**src/rtl/bin2bcd_pkg.sv**
```systemverilog
// Shared definitions for the sequential binary-to-BCD converter:
// default widths, FSM encoding and the bit-counter width helper.
package bin2bcd_pkg;

  localparam int BIT_SZ_DEF = 16;
  localparam int DIGITS_DEF = 5;

  typedef enum logic {
    IDLE  = 1'b0,
    SHIFT = 1'b1
  } state_t;

  // Counter must hold the value BIT_SZ itself, hence +1.
  function automatic int cnt_width(input int bit_sz);
    return $clog2(bit_sz + 1);
  endfunction

endpackage

```
**src/rtl/bcd_digit_adj.sv**
```systemverilog
// Double-dabble digit correction: a BCD digit of 5..9 gets +3 before the
// shift so that the doubled value carries correctly into the next digit.
module bcd_digit_adj (
  input  logic [3:0] i_digit,
  output logic [3:0] o_digit
);

  // Add-3 correction, 4-bit wrap is safe because inputs never exceed 9.
  always_comb begin
    if (i_digit >= 4'd5) begin
      o_digit = i_digit + 4'd3;
    end else begin
      o_digit = i_digit;
    end
  end

endmodule

```
**src/rtl/bin2bcd_seq.sv**
```systemverilog
// Sequential shift-add-3 binary-to-BCD converter with start/busy/done
// handshake; one input bit is consumed per clock.
module bin2bcd_seq
  import bin2bcd_pkg::*;
#(
  parameter int BIT_SZ = BIT_SZ_DEF,
  parameter int DIGITS = DIGITS_DEF
) (
  input  logic                  clock,
  input  logic                  reset,
  input  logic                  start,
  input  logic [BIT_SZ-1:0]     bin_in,
  output logic                  busy,
  output logic                  done,
  output logic [4*DIGITS-1:0]   bcd_out
);

  localparam int CW = cnt_width(BIT_SZ);
  localparam int SW = 4 * DIGITS;

  state_t            r_state;
  logic [BIT_SZ-1:0] r_shift;
  logic [SW-1:0]     r_scratch;
  logic [CW-1:0]     r_cnt;
  logic [SW-1:0]     r_bcd;
  logic              r_done;

  state_t            w_state_nxt;
  logic [BIT_SZ-1:0] w_shift_nxt;
  logic [SW-1:0]     w_scratch_nxt;
  logic [CW-1:0]     w_cnt_nxt;
  logic [SW-1:0]     w_bcd_nxt;
  logic              w_done_nxt;
  logic [SW-1:0]     w_adj;
  logic [SW-1:0]     w_scr_shifted;

  for (genvar g = 0; g < DIGITS; g++) begin : g_adj
    bcd_digit_adj u_adj (
      .i_digit (r_scratch[4*g +: 4]),
      .o_digit (w_adj[4*g +: 4])
    );
  end

  // Corrected scratch shifted left, pulling in the next binary MSB.
  assign w_scr_shifted = {w_adj[SW-2:0], r_shift[BIT_SZ-1]};

  // Next-state and datapath update for the IDLE/SHIFT controller.
  always_comb begin
    w_state_nxt   = r_state;
    w_shift_nxt   = r_shift;
    w_scratch_nxt = r_scratch;
    w_cnt_nxt     = r_cnt;
    w_bcd_nxt     = r_bcd;
    w_done_nxt    = 1'b0;
    case (r_state)
      IDLE: begin
        if (start) begin
          w_shift_nxt   = bin_in;
          w_scratch_nxt = {SW{1'b0}};
          w_cnt_nxt     = CW'(BIT_SZ);
          w_state_nxt   = SHIFT;
        end else begin
          w_state_nxt   = IDLE;
        end
      end
      SHIFT: begin
        w_shift_nxt   = {r_shift[BIT_SZ-2:0], 1'b0};
        w_scratch_nxt = w_scr_shifted;
        w_cnt_nxt     = r_cnt - CW'(1);
        if (r_cnt == CW'(1)) begin
          w_bcd_nxt   = w_scr_shifted;
          w_done_nxt  = 1'b1;
          w_state_nxt = IDLE;
        end else begin
          w_state_nxt = SHIFT;
        end
      end
      default: begin
        w_state_nxt = IDLE;
      end
    endcase
  end

  // State and datapath registers; reset abandons any conversion in flight.
  always_ff @(posedge clock or negedge reset) begin
    if (!reset) begin
      r_state   <= IDLE;
      r_shift   <= {BIT_SZ{1'b0}};
      r_scratch <= {SW{1'b0}};
      r_cnt     <= {CW{1'b0}};
      r_bcd     <= {SW{1'b0}};
      r_done    <= 1'b0;
    end else begin
      r_state   <= w_state_nxt;
      r_shift   <= w_shift_nxt;
      r_scratch <= w_scratch_nxt;
      r_cnt     <= w_cnt_nxt;
      r_bcd     <= w_bcd_nxt;
      r_done    <= w_done_nxt;
    end
  end

  assign busy    = (r_state == SHIFT);
  assign done    = r_done;
  assign bcd_out = r_bcd;

endmodule

```
**config.mk**
```make
export PLATFORM = sky130hd
export DESIGN_NAME = bin2bcd_seq
export DESIGN_NICKNAME = d
export VERILOG_FILES = /design/src/rtl/bin2bcd_pkg.sv /design/src/rtl/bcd_digit_adj.sv /design/src/rtl/bin2bcd_seq.sv
export SDC_FILE = /design/constraint.sdc
export NUM_CORES = 1
export LEC_CHECK = 0
export BUFFER_PORTS_ARGS = -buffer_cell sky130_fd_sc_hd__buf_4
export CAP_MARGIN = 30
export CORE_MARGIN = 8
export CORE_UTILIZATION = 30
export DETAILED_ROUTE_END_ITERATION = 10
export GPL_ROUTABILITY_DRIVEN = 0
export GPL_TIMING_DRIVEN = 0
export SYNTH_ARGS = -nofsm -noshare
export SYNTH_HDL_FRONTEND = slang
export SYNTH_SLANG_ARGS = --single-unit
```
**constraint.sdc**
```tcl
create_clock -name clock -period 2.5 [get_ports clock]
set_clock_uncertainty 0.1 [all_clocks]
set_input_delay 0.375 -clock clock [delete_from_list [all_inputs] [get_ports clock]]
set_output_delay 0.375 -clock clock [all_outputs]
set_load 0.03 [all_outputs]
```
# Word level (Yosys, flattened, before mapping)

Cells that the tools add are included.

Output and inout bits: 22
Flip-flop bits (word level): 63
Bits of input ports: 19

Muxes and demuxes: 16
Bitwise operators: 1
Reductions and logical operators: 1
Add/sub/neg operators: 6
$lt $le $gt $ge: 5
Eq/ne operators: 2

Operators with widths:

| operator            | count |
|---|---|
| $pmux 20 s2         | 1 |
| $pmux 16 s2         | 1 |
| $ge 4x3->1 const B  | 5 |
| $mux 20             | 1 |
| $add 4x2->4 const B | 4 |
| $mux 16             | 1 |
| $mux 4              | 4 |
| $pmux 5 s2          | 1 |
| $eq 5x1->1 const B  | 1 |
| $mux 5              | 1 |
| $sub 5x1->5 const B | 1 |
| $mux 1              | 4 |
| $add 3x2->3 const B | 1 |
| $mux 3              | 1 |
| $ne 2x2->1 const B  | 1 |
| $pmux 1 s2          | 1 |
| $reduce_and 2->1    | 1 |
| $not 1->1           | 1 |

# Depth between registers and ports, before layout

Gate-level depths: netlist (run 1).

Depth in word-level cells: 3
Depth in mapped cells: 6
Depth with buffers taken out: 6

# Modules after synthesis

From an unflattened synthesis (run 1), not the netlist that was laid out.

Cell total of the unflattened synthesis: 266
Area, all modules: 3,022.9 µm²

Modules (own cells, without submodules):

| module        | seq. area each (µm²) | area an instance (µm²) | times used | cells each |
|---|---|---|---|---|
| bin2bcd_seq   | 1,576.5              | 2,516.2                | 1          | 186 |
| bcd_digit_adj | 0.0                  | 101.3                  | 5          | 16 |

# Worst setup path after synthesis (run 1)

No wires, ideal clock.

Path type: register -> register
Start point: register r_state, in the netlist busy
End point: register r_bcd[10], in the netlist bcd_out[10]
Period minus slack after synthesis: 1.601 ns
Stages on the path, launching flop included: 6
Buffers on the path: 2
Path slack: 0.899 ns
Arrival: 1.376 ns
Cell sequence: dfrtp_1 -> buf_2 -> nand4b_4 -> inv_2 -> buf_12 -> mux2_4

Word-level cells in the longest chain between the ends: 1

RTL lines:

| item                       | line              | source |
|---|---|---|
| from (decl)                | bin2bcd_seq.sv:21 | `state_t r_state;` |
| from (signal assigned)     | bin2bcd_seq.sv:94 | `r_state <= w_state_nxt;` |
| $reduce_and 2->1 (no line) | n/a               |  |
| to (signal assigned)       | bin2bcd_seq.sv:91 | `r_bcd <= {SW{1'b0}};` |
| to (signal assigned)       | bin2bcd_seq.sv:98 | `r_bcd <= w_bcd_nxt;` |
| to (decl)                  | bin2bcd_seq.sv:25 | `logic [SW-1:0] r_bcd;` |

No other way between the ends.
A chain may end at the register's enable or synchronous reset.

# Worst setup path after layout (run 1)

Start point: register r_scratch[8]
End point: register r_bcd[10], in the netlist bcd_out[10]

Word-level cells in the longest chain between the ends: 2
Elaborated cells on any way between the ends: 3
Those cells by class: 1 x add/sub; 1 x order compare; 1 x mux

RTL lines:

| item                                      | line                                     | source |
|---|---|---|
| from (decl)                               | bin2bcd_seq.sv:23                        | `logic [SW-1:0] r_scratch;` |
| from (signal assigned)                    | bin2bcd_seq.sv:89                        | `r_scratch <= {SW{1'b0}};` |
| from (signal assigned)                    | bin2bcd_seq.sv:96                        | `r_scratch <= w_scratch_nxt;` |
| $add 4x2->4 or $ge 4x3->1 (tied branches) | bcd_digit_adj.sv:11, bcd_digit_adj.sv:10 |  |
| $mux 4 (*)                                | bcd_digit_adj.sv:10                      | `if (i_digit >= 4'd5) begin` |

Mark *: on every way between the ends. The rest lies on a longest branch, timed or not.

==> impl_metrics.json, run 1 <==
{
  "status": "completed",
  "setup_tns_ns": 0,
  "numCtsBuffers": 9,
  "ys_ff_latch": 63,
  "syn_inst": 281,
  "vias": 2185,
  "cp-startpoint": "r_scratch[8]$_DFFE_PN0P_",
  "clkPwrFrac": 0.195,
  "wire_per_inst_um": 14.3,
  "layout-drive-gt1-share": 0.253,
  "finalHoldViolations": 0,
  "slew_violations": 0,
  "p_sw_uw": 1950,
  "tightest_slew_ns": 0.804,
  "ir_drop_uv": 386,
  "cts_sinks": 63,
  "cts_tree": "done",
  "cp_max_fo": 5,
  "die_h_um": 118,
  "routed_wl_um": 6760,
  "hp-class": "in2async",
  "core_um2": 10200,
  "power_switching_share": 0.382,
  "io_buffers": 39,
  "ioPinCount": 41,
  "reg2reg_slack_ns": 0.81,
  "rsz0062_at_grt": "false",
  "endpoint_kind": "flip-flop",
  "dr.first_iter.drc_count": 80,
  "rr_worst_depth": 5,
  "power.density_nw_per_um2": 1340,
  "synth_top_family_by_area": "multiplexers",
  "clk_latency_ns": 0.33,
  "via_per_inst": 4.63,
  "fin_nets": 362,
  "regToRegStartpoint": "r_scratch[8]$_DFFE_PN0P_",
  "p_leak_uw": 0.00188,
  "antennaDiodeCount": 0,
  "grt_start_max_net_pins": 64,
  "post_cts_resized": 0,
  "crit_arrival_ns": 1.87,
  "dp_hpwl_um": 4770,
  "stdcell_area_um2": 3810,
  "synth_cell_types": 28,
  "drc": 0,
  "place_area_um2": 3590,
  "pwr-share-seq": 0.349,
  "fin_crit_ns": 1.69,
  "fmax_mhz": 590,
  "final_cell_mix": "dfrtp_1 (63), buf_4 (41), o21ai_0 (30)",
  "synth-xor-area-share": 0.0224,
  "ys_seq_area_frac": 0.504,
  "die_width_um": 118,
  "die_area_um2": 13900,
  "relSlewSlack": 0.464,
  "p_int_uw": 3160,
  "criticalPathCategory": "reg2reg",
  "grt_antenna_before_repair": 0,
  "synth-compound-area-share": 0.124,
  "start_util": 0.306,
  "cts_setup_buffers": 0,
  "yosys.area_share.simple": 0.116,
  "rows": 37,
  "r2r_end": "bcd_out[10]$_DFFE_PN0P_",
  "grt_pass1_wl_um": 11700,
  "final_common_cell": "dfrtp_1",
  "hold_buffers": 0,
  "cts_max_level": 3,
  "postSynthAreaPerCell_um2": 11.1,
  "syn_area_um2": 3130,
  "first_pass_iters": 4,
  "root_buffer": "clkbuf_8",
  "yosys_warnings": 0,
  "synthMuxAreaShare": 0.139,
  "grt_pass1_vias": 2320,
  "track_usage": 0.105,
  "syn_to_final_growth_pct": 22.0,
  "setup_viol": 0,
  "cap_violations": 0,
  "synth_fa_ha_area_frac": 0.0480,
  "combPwrFrac": 0.456,
  "crit_required_ns": 2.68,
  "startpoint_type": "flip-flop",
  "syn_nets": 312,
  "clockBufferDepth": 2,
  "path_clk_slew_ns": 0.07,
  "min_period_over_period": 0.677,
  "ant_nets": 0,
  "overflow": 0
}
[metrics by stage]
step	power (µW)	std cells	utilization	hold WS, ns	worst slack [ns]
after CTS	5200	472	0.373	0.0564	0.805
after global routing	5530	472	0.373	0.0978	0.670
after floorplan	3490	281	-	-0.0206	0.899
after detailed placement	4180	456	0.351	0.374	0.832
after global placement	4090	456	0.351	0.365	0.870
final	5110	472	0.373	0.0313	0.806
[flip-flops by register name, indices dropped and copies added, names as in the netlist]
signal and cells:
bcd_out 20, r_scratch 20, r_shift 16, r_cnt 5
busy 1, done 1
[logic make-up (layout without fill, tap and decap cells)]
| logic type | Yosys count | after routing |
|---|---|---|
| muxes | 39 | 39 |
| xor gates and xnor gates | 8 | 8 |
| and+or+nand+nor | 68 | 68 |
| buffers and inverters | 28 | 83 |
| DFF | 63 | 63 |
| AOI/OAI and AO/OA | 63 | 63 |
| adders and majority gates | 12 | 12 |
[layout make-up]
type / instances / area, µm²
fillers: 1040 / 6420
flip-flops and latches: 63 / 1580
multi-input cells: 190 / 1400
repair buffers: 39 / 293
well taps: 136 / 170
clock buffers: 13 / 159
plain buffers: 15 / 98.8
clock inverters: 3 / 65.1
inverters: 13 / 48.8
[routing by layer]
metal  global-route usage  routed length (µm)
met1                0.131                3200
met4               0.0400                 141
met2                0.160                3130
met3               0.0384                 292
met5                    0                   0
[worst max path at each step]
stage          slack (ns)                      end
2_1_floorplan        0.90  bcd_out[10]$_DFFE_PN0P_
3_3_place_gp         0.87   bcd_out[3]$_DFFE_PN0P_
3_5_place_dp         0.83  bcd_out[14]$_DFFE_PN0P_
4_1_cts              0.80  bcd_out[14]$_DFFE_PN0P_
5_1_grt              0.67  bcd_out[14]$_DFFE_PN0P_
6_report             0.81  bcd_out[10]$_DFFE_PN0P_
[cell usage after synthesis, drive strengths merged]
library cell  count  share of area
a21o             10          0.024
nor3              6         0.0096
a22o              6          0.017
nand2b           14          0.028
dfrtp            63           0.50
o21ai            30          0.048
mux2i            28          0.090
xor2              3         0.0084
nor3b             9          0.022
o31ai             2         0.0048
xnor2             5          0.014
buf              13          0.029
nand4b            1         0.0076
nand2            28          0.034
nor2              7         0.0092
a21oi            15          0.030
inv              13          0.016
mux2             11          0.049
clkbuf            2         0.0024
ha               12          0.048
and2              3         0.0060
[power by group through the flow]
stage,Clock [µW],Combinational (µW),Sequential [µW]
after global routing,1080,2600,1850
after detailed placement,0,2380,1800
after floorplan,0,1470,2020
after global placement,0,2300,1790
after CTS,1030,2380,1790
final,996,2330,1780
[critical path, stage by stage, from the launching register on]
cell and delay (ns):
dfrtp_1 0.43, ha_1 0.22, nand2b_1 0.17, a21oi_2 0.19, mux2i_1 0.33, mux2_4 0.20
(Power assumes the default switching activity.)
==> inputs of run 2 (changes only) <==
- clock period: 2.5 -> 1.7 ns (I/O delays scaled with it)
==> run 2 against run 1 <==
Cell area up 1.3%; cell count grew 0.42%; register-to-register slack worse by 0.74 ns; worst setup slack worse by 0.74 ns; combinational power up 55%; largest power group unchanged; flip-flop and latch count stayed put; via count about the same; utilization rose by 0.50 points; wire length grew 1.6%.
==> impl_metrics.json, run 2 (synthesis gave the netlist of run 1 again) <==
{
  "status": "completed",
  "grt_pass1_wl_um": 11800,
  "place_ws_ns": 0.0322,
  "finalPower_uw": 7700,
  "endpoint": "bcd_out[10]$_DFFE_PN0P_",
  "final_common_cell": "dfrtp_1",
  "p_leak_uw": 0.00187,
  "utilization": 0.378,
  "clk_latency_ns": 0.33,
  "fin_ws_ns": 0.0655,
  "vias": 2187,
  "reg2reg_slack_ns": 0.07,
  "via_per_inst": 4.61,
  "clkPwrFrac": 0.191,
  "stdcell_area_um2": 3860,
  "fin_nets": 364,
  "critPathMaxStageDelay_ns": 0.44,
  "drc": 0,
  "tightest_slew_ns": 0.796,
  "first_pass_iters": 4,
  "die_width_um": 118,
  "syn_to_final_growth_pct": 23.6,
  "die_h_um": 118,
  "regToRegStartpoint": "r_scratch[8]$_DFFE_PN0P_",
  "crit_required_ns": 1.88,
  "overflow": 0,
  "fmax_mhz": 612,
  "dp_hpwl_um": 4770,
  "routed_wl_um": 6870,
  "grt_antenna_before_repair": 0,
  "cts_sinks": 63,
  "grt_pass1_vias": 2326,
  "ioPinCount": 41,
  "die_area_um2": 13900,
  "finalHoldViolations": 0,
  "placedCellCount": 456,
  "grt_start_max_net_pins": 64,
  "hp-class": "in2reg",
  "startpoint_type": "flip-flop",
  "cap_violations": 0,
  "ir_drop_uv": 597,
  "criticalPathCategory": "reg2reg",
  "p_sw_uw": 2940,
  "cts_tree": "done",
  "root_buffer": "clkbuf_8",
  "power_switching_share": 0.382,
  "combPwrFrac": 0.467,
  "cts_max_level": 3,
  "ant_nets": 0,
  "pwr-share-seq": 0.342,
  "setup_viol": 0,
  "post_layout_nonfiller_instances": 474,
  "wire_per_inst_um": 14.5,
  "start_util": 0.306,
  "rr_worst_depth": 5,
  "dr.first_iter.drc_count": 84,
  "antennaDiodeCount": 0,
  "r2r_end": "bcd_out[10]$_DFFE_PN0P_",
  "numCtsBuffers": 9,
  "path_clk_slew_ns": 0.07,
  "slew_violations": 0,
  "cp_slowest_cell": "dfrtp_2",
  "rows": 37,
  "crit_arrival_ns": 1.82,
  "final_cell_mix": "dfrtp_1 (61), buf_4 (42), o21ai_0 (30)",
  "layout-drive-gt1-share": 0.302,
  "endpoint_kind": "flip-flop",
  "min_period_over_period": 0.961,
  "core_um2": 10200,
  "crit_chain": "ha_1, nand2b_1, a21oi_2, mux2i_2, mux2_4",
  "p_int_uw": 4760,
  "io_buffers": 39,
  "place_area_um2": 3590,
  "track_usage": 0.105,
  "fin_crit_ns": 1.63,
  "cp_max_fo": 5,
  "cp-startpoint": "r_scratch[8]$_DFFE_PN0P_",
  "relSlewSlack": 0.469,
  "clockBufferDepth": 2,
  "power.density_nw_per_um2": 1990
}
run 2: cell types whose count changed in the layout (fill, tap and decap cells not counted), sizes merged:
cell,before,now
dlygate4sd3,0,1
buf,52,53
run 2: critical path: cells and delay by family, from the launching register on:
kind,cells,cell delay (ns)
mux,2,0.47
flops,1,0.44
fa+ha+maj,1,0.21
compound gates,1,0.20
simple gates,1,0.16
run 2: area by class of cell:
| type | instances | area [µm²] |
|---|---|---|
| fillers | 1033 | 6370 |
| flip-flops and latches | 63 | 1580 |
| multi-input cells | 190 | 1430 |
| repair buffers | 41 | 310 |
| well taps | 136 | 170 |
| clock buffers | 13 | 159 |
| plain buffers | 15 | 100 |
| clock inverters | 3 | 65.1 |
| inverters | 13 | 48.8 |
run 2: metal layers:
| layer | up-vias | track usage | routed length [µm] |
|---|---|---|---|
| li1 | 1067 | - | - |
| met1 | 1070 | 0.131 | 3200 |
| met2 | 41 | 0.160 | 3210 |
| met3 | 9 | 0.0384 | 318 |
| met4 | 0 | 0.0400 | 141 |
| met5 | - | 0 | 0 |
run 2: stage by stage:
stage / TNS [ns] / hold WS [ns]
after floorplan: 0 / -0.141
after global placement: 0 / 0.309
after detailed placement: 0 / 0.308
after CTS: 0 / 0.0640
after global routing: -0.00807 / 0.0592
final: 0 / 0.0828
run 2: timing repair:
item / CTS / global route
setup endpoints to repair: 0 / 13
resized for setup: 0 / 17
hold endpoints to repair: 63 / 0
setup buffers: 0 / 1
hold buffers: 1 / 0
run 2: worst min path at each step:
stage	start	end	depth (start not counted)
5_1_grt	bin_in[0]	r_shift[0]$_DFFE_PN0P_	3
2_1_floorplan	reset	bcd_out[0]$_DFFE_PN0P_	0
3_5_place_dp	reset	bcd_out[8]$_DFFE_PN0P_	1
4_1_cts	bin_in[0]	r_shift[0]$_DFFE_PN0P_	3
3_3_place_gp	reset	bcd_out[8]$_DFFE_PN0P_	1
6_report	bin_in[0]	r_shift[0]$_DFFE_PN0P_	3
run 2: power by group through the flow:
stage                     Sequential, µW  Combinational [µW]  Clock (µW)
after floorplan                     2980                2160           0
final                               2640                3600        1470
after global routing                2740                3990        1580
after detailed placement            2650                3500           0
after CTS                           2630                3510        1510
after global placement              2630                3380           0
==> inputs of run 3 (changes only) <==
- CTS_BUF_LIST: not set -> sky130_fd_sc_hd__clkbuf_8
- clock period: 1.7 -> 1.37 ns (I/O delays scaled with it)
==> run 3 against run 2 <==
The run now ends with negative setup slack left; sequential share of layout area decreased by 5.9 points; total power is 51% higher; worst setup slack got worse by 0.29 ns; clock power increased by 31%; cell count rose by 6.1%; flip-flop and latch count stayed put; wire length grew 14%; non-clock buffer count grew 29; via count rose by 8.9%; combinational power up 73%; first-iteration DRC count shrank 14%; utilization up 6.6 points.
==> impl_metrics.json, run 3 (synthesis gave the netlist of run 1 again) <==
{
  "p_int_uw": 7110,
  "overflow": 0,
  "cts_max_level": 3,
  "stdcell_area_um2": 4540,
  "combPwrFrac": 0.535,
  "r2r_end": "bcd_out[10]$_DFFE_PN0P_",
  "place_area_um2": 3700,
  "p_leak_uw": 0.00213,
  "syn_to_final_growth_pct": 45.1,
  "setup_viol": 30,
  "ir_drop_uv": 934,
  "cts_tree": "done",
  "cts_sinks": 63,
  "core_um2": 10200,
  "power.density_nw_per_um2": 2560,
  "hold_ws_ns": 0.0130,
  "die_h_um": 118,
  "finalHoldViolations": 0,
  "pwr-share-seq": 0.299,
  "start_util": 0.306,
  "vias": 2382,
  "place_ws_ns": -0.201,
  "die_area_um2": 13900,
  "final_cell_mix": "buf_4 (63), dfrtp_1 (57), mux2i_1 (24)",
  "holdPathStages": 3,
  "hp-class": "in2reg",
  "clockBufferDepth": 2,
  "min_period_over_period": 1.16,
  "io_buffers": 39,
  "wire_per_inst_um": 15.6,
  "relSlewSlack": 0.610,
  "clk_latency_ns": 0.34,
  "routed_wl_um": 7860,
  "reg2reg_slack_ns": -0.22,
  "grt_start_max_net_pins": 64,
  "endpoint_kind": "flip-flop",
  "regToRegStartpoint": "r_scratch[8]$_DFFE_PN0P_",
  "fin_ws_ns": -0.223,
  "rows": 37,
  "numCtsBuffers": 9,
  "status": "finished with violations",
  "cp_max_fo": 5,
  "via_per_inst": 4.74,
  "crit_required_ns": 1.56,
  "criticalPathCategory": "reg2reg",
  "tightest_slew_ns": 0.585,
  "fmax_mhz": 628,
  "power_switching_share": 0.387,
  "ioPinCount": 41,
  "track_usage": 0.110,
  "crit_arrival_ns": 1.78,
  "p_sw_uw": 4490,
  "rr_worst_depth": 5,
  "clkPwrFrac": 0.166,
  "antennaDiodeCount": 0,
  "hold_end": "r_shift[0]$_DFFE_PN0P_",
  "violations": "negative setup slack",
  "ant_nets": 0,
  "cap_violations": 0,
  "path_clk_slew_ns": 0.07,
  "first_pass_iters": 4,
  "min_from": "bin_in[0]",
  "startpoint_type": "flip-flop",
  "final_common_cell": "buf_4",
  "fin_nets": 393,
  "drc": 0,
  "slew_violations": 0,
  "dp_hpwl_um": 4850,
  "die_width_um": 118,
  "root_buffer": "clkbuf_8",
  "rsz0062_at_grt": "true",
  "grt_pass1_vias": 2453,
  "dr.first_iter.drc_count": 72,
  "grt_antenna_before_repair": 0,
  "grt_pass1_wl_um": 12300,
  "fin_crit_ns": 1.59,
  "layout-drive-gt1-share": 0.490,
  "utilization": 0.444
}
run 3: cell count changes in the layout (fill, tap and decap cells not counted), sizes merged:
cell / change
clkbuf: -2
clkinvlp: +1
buf: +27
bufinv: +1
inv: +2
run 3: timing repair:
item	in CTS	in global routing
hold buffers	1	0
gates cloned	0	2
hold endpoints to repair	63	0
setup buffers	16	12
gates resized for setup	53	45
endpoints found under the setup margin	39	46
pin swaps	13	20
run 3: power groups by stage:
stage	registers (µW)	logic (µW)	clock network, µW
after floorplan	3760	2990	0
after global placement	3330	4520	0
after detailed placement	3370	4670	0
after CTS	3410	5630	1970
after global routing	3580	6680	2050
final	3460	6210	1930
run 3: worst max-delay path: stages (launching register included):
cell      delay [ns]
dfrtp_2         0.45
ha_2            0.20
nand2b_4        0.15
a21oi_4         0.19
mux2i_2         0.28
mux2_4          0.18
run 3: layout make-up:
class,instances,area [µm²]
plain buffers,15,136
clock buffers,9,124
clock inverters,7,114
fillers,948,5690
inverters,13,53.8
multi-input cells,190,1770
flip-flops and latches,63,1580
well taps,136,170
repair buffers,70,586
run 3: worst max-delay path by stage:
stage                                          from                      end  cells after the start
after floorplan                      busy$_DFF_PN0_  bcd_out[10]$_DFFE_PN0P_                      5
after global placement         r_cnt[0]$_DFFE_PN0P_  bcd_out[16]$_DFFE_PN0P_                      4
after detailed placement  r_scratch[13]$_DFFE_PN0P_  bcd_out[14]$_DFFE_PN0P_                      6
after CTS                 r_scratch[13]$_DFFE_PN0P_  bcd_out[14]$_DFFE_PN0P_                      6
after global routing       r_scratch[8]$_DFFE_PN0P_  bcd_out[10]$_DFFE_PN0P_                      5
final                      r_scratch[8]$_DFFE_PN0P_  bcd_out[10]$_DFFE_PN0P_                      5
run 3: per-layer routing:
| metal | up-vias | wire (µm) | GRT usage |
|---|---|---|---|
| met5 | - | 0 | 0 |
| met4 | 0 | 90 | 0.0328 |
| met3 | 11 | 390 | 0.0446 |
| met2 | 49 | 3920 | 0.178 |
| met1 | 1200 | 3460 | 0.130 |
| li1 | 1122 | - | - |
run 3: metrics by stage:
step | power [µW] | TNS (ns) | std cells
floorplan | 6750 | -0.720 | 281
global route | 12300 | -5.15 | 503
finish | 11600 | -3.32 | 503
CTS | 11000 | -2.71 | 489
global placement | 7850 | -4.59 | 456
detailed placement | 8030 | -5.36 | 456
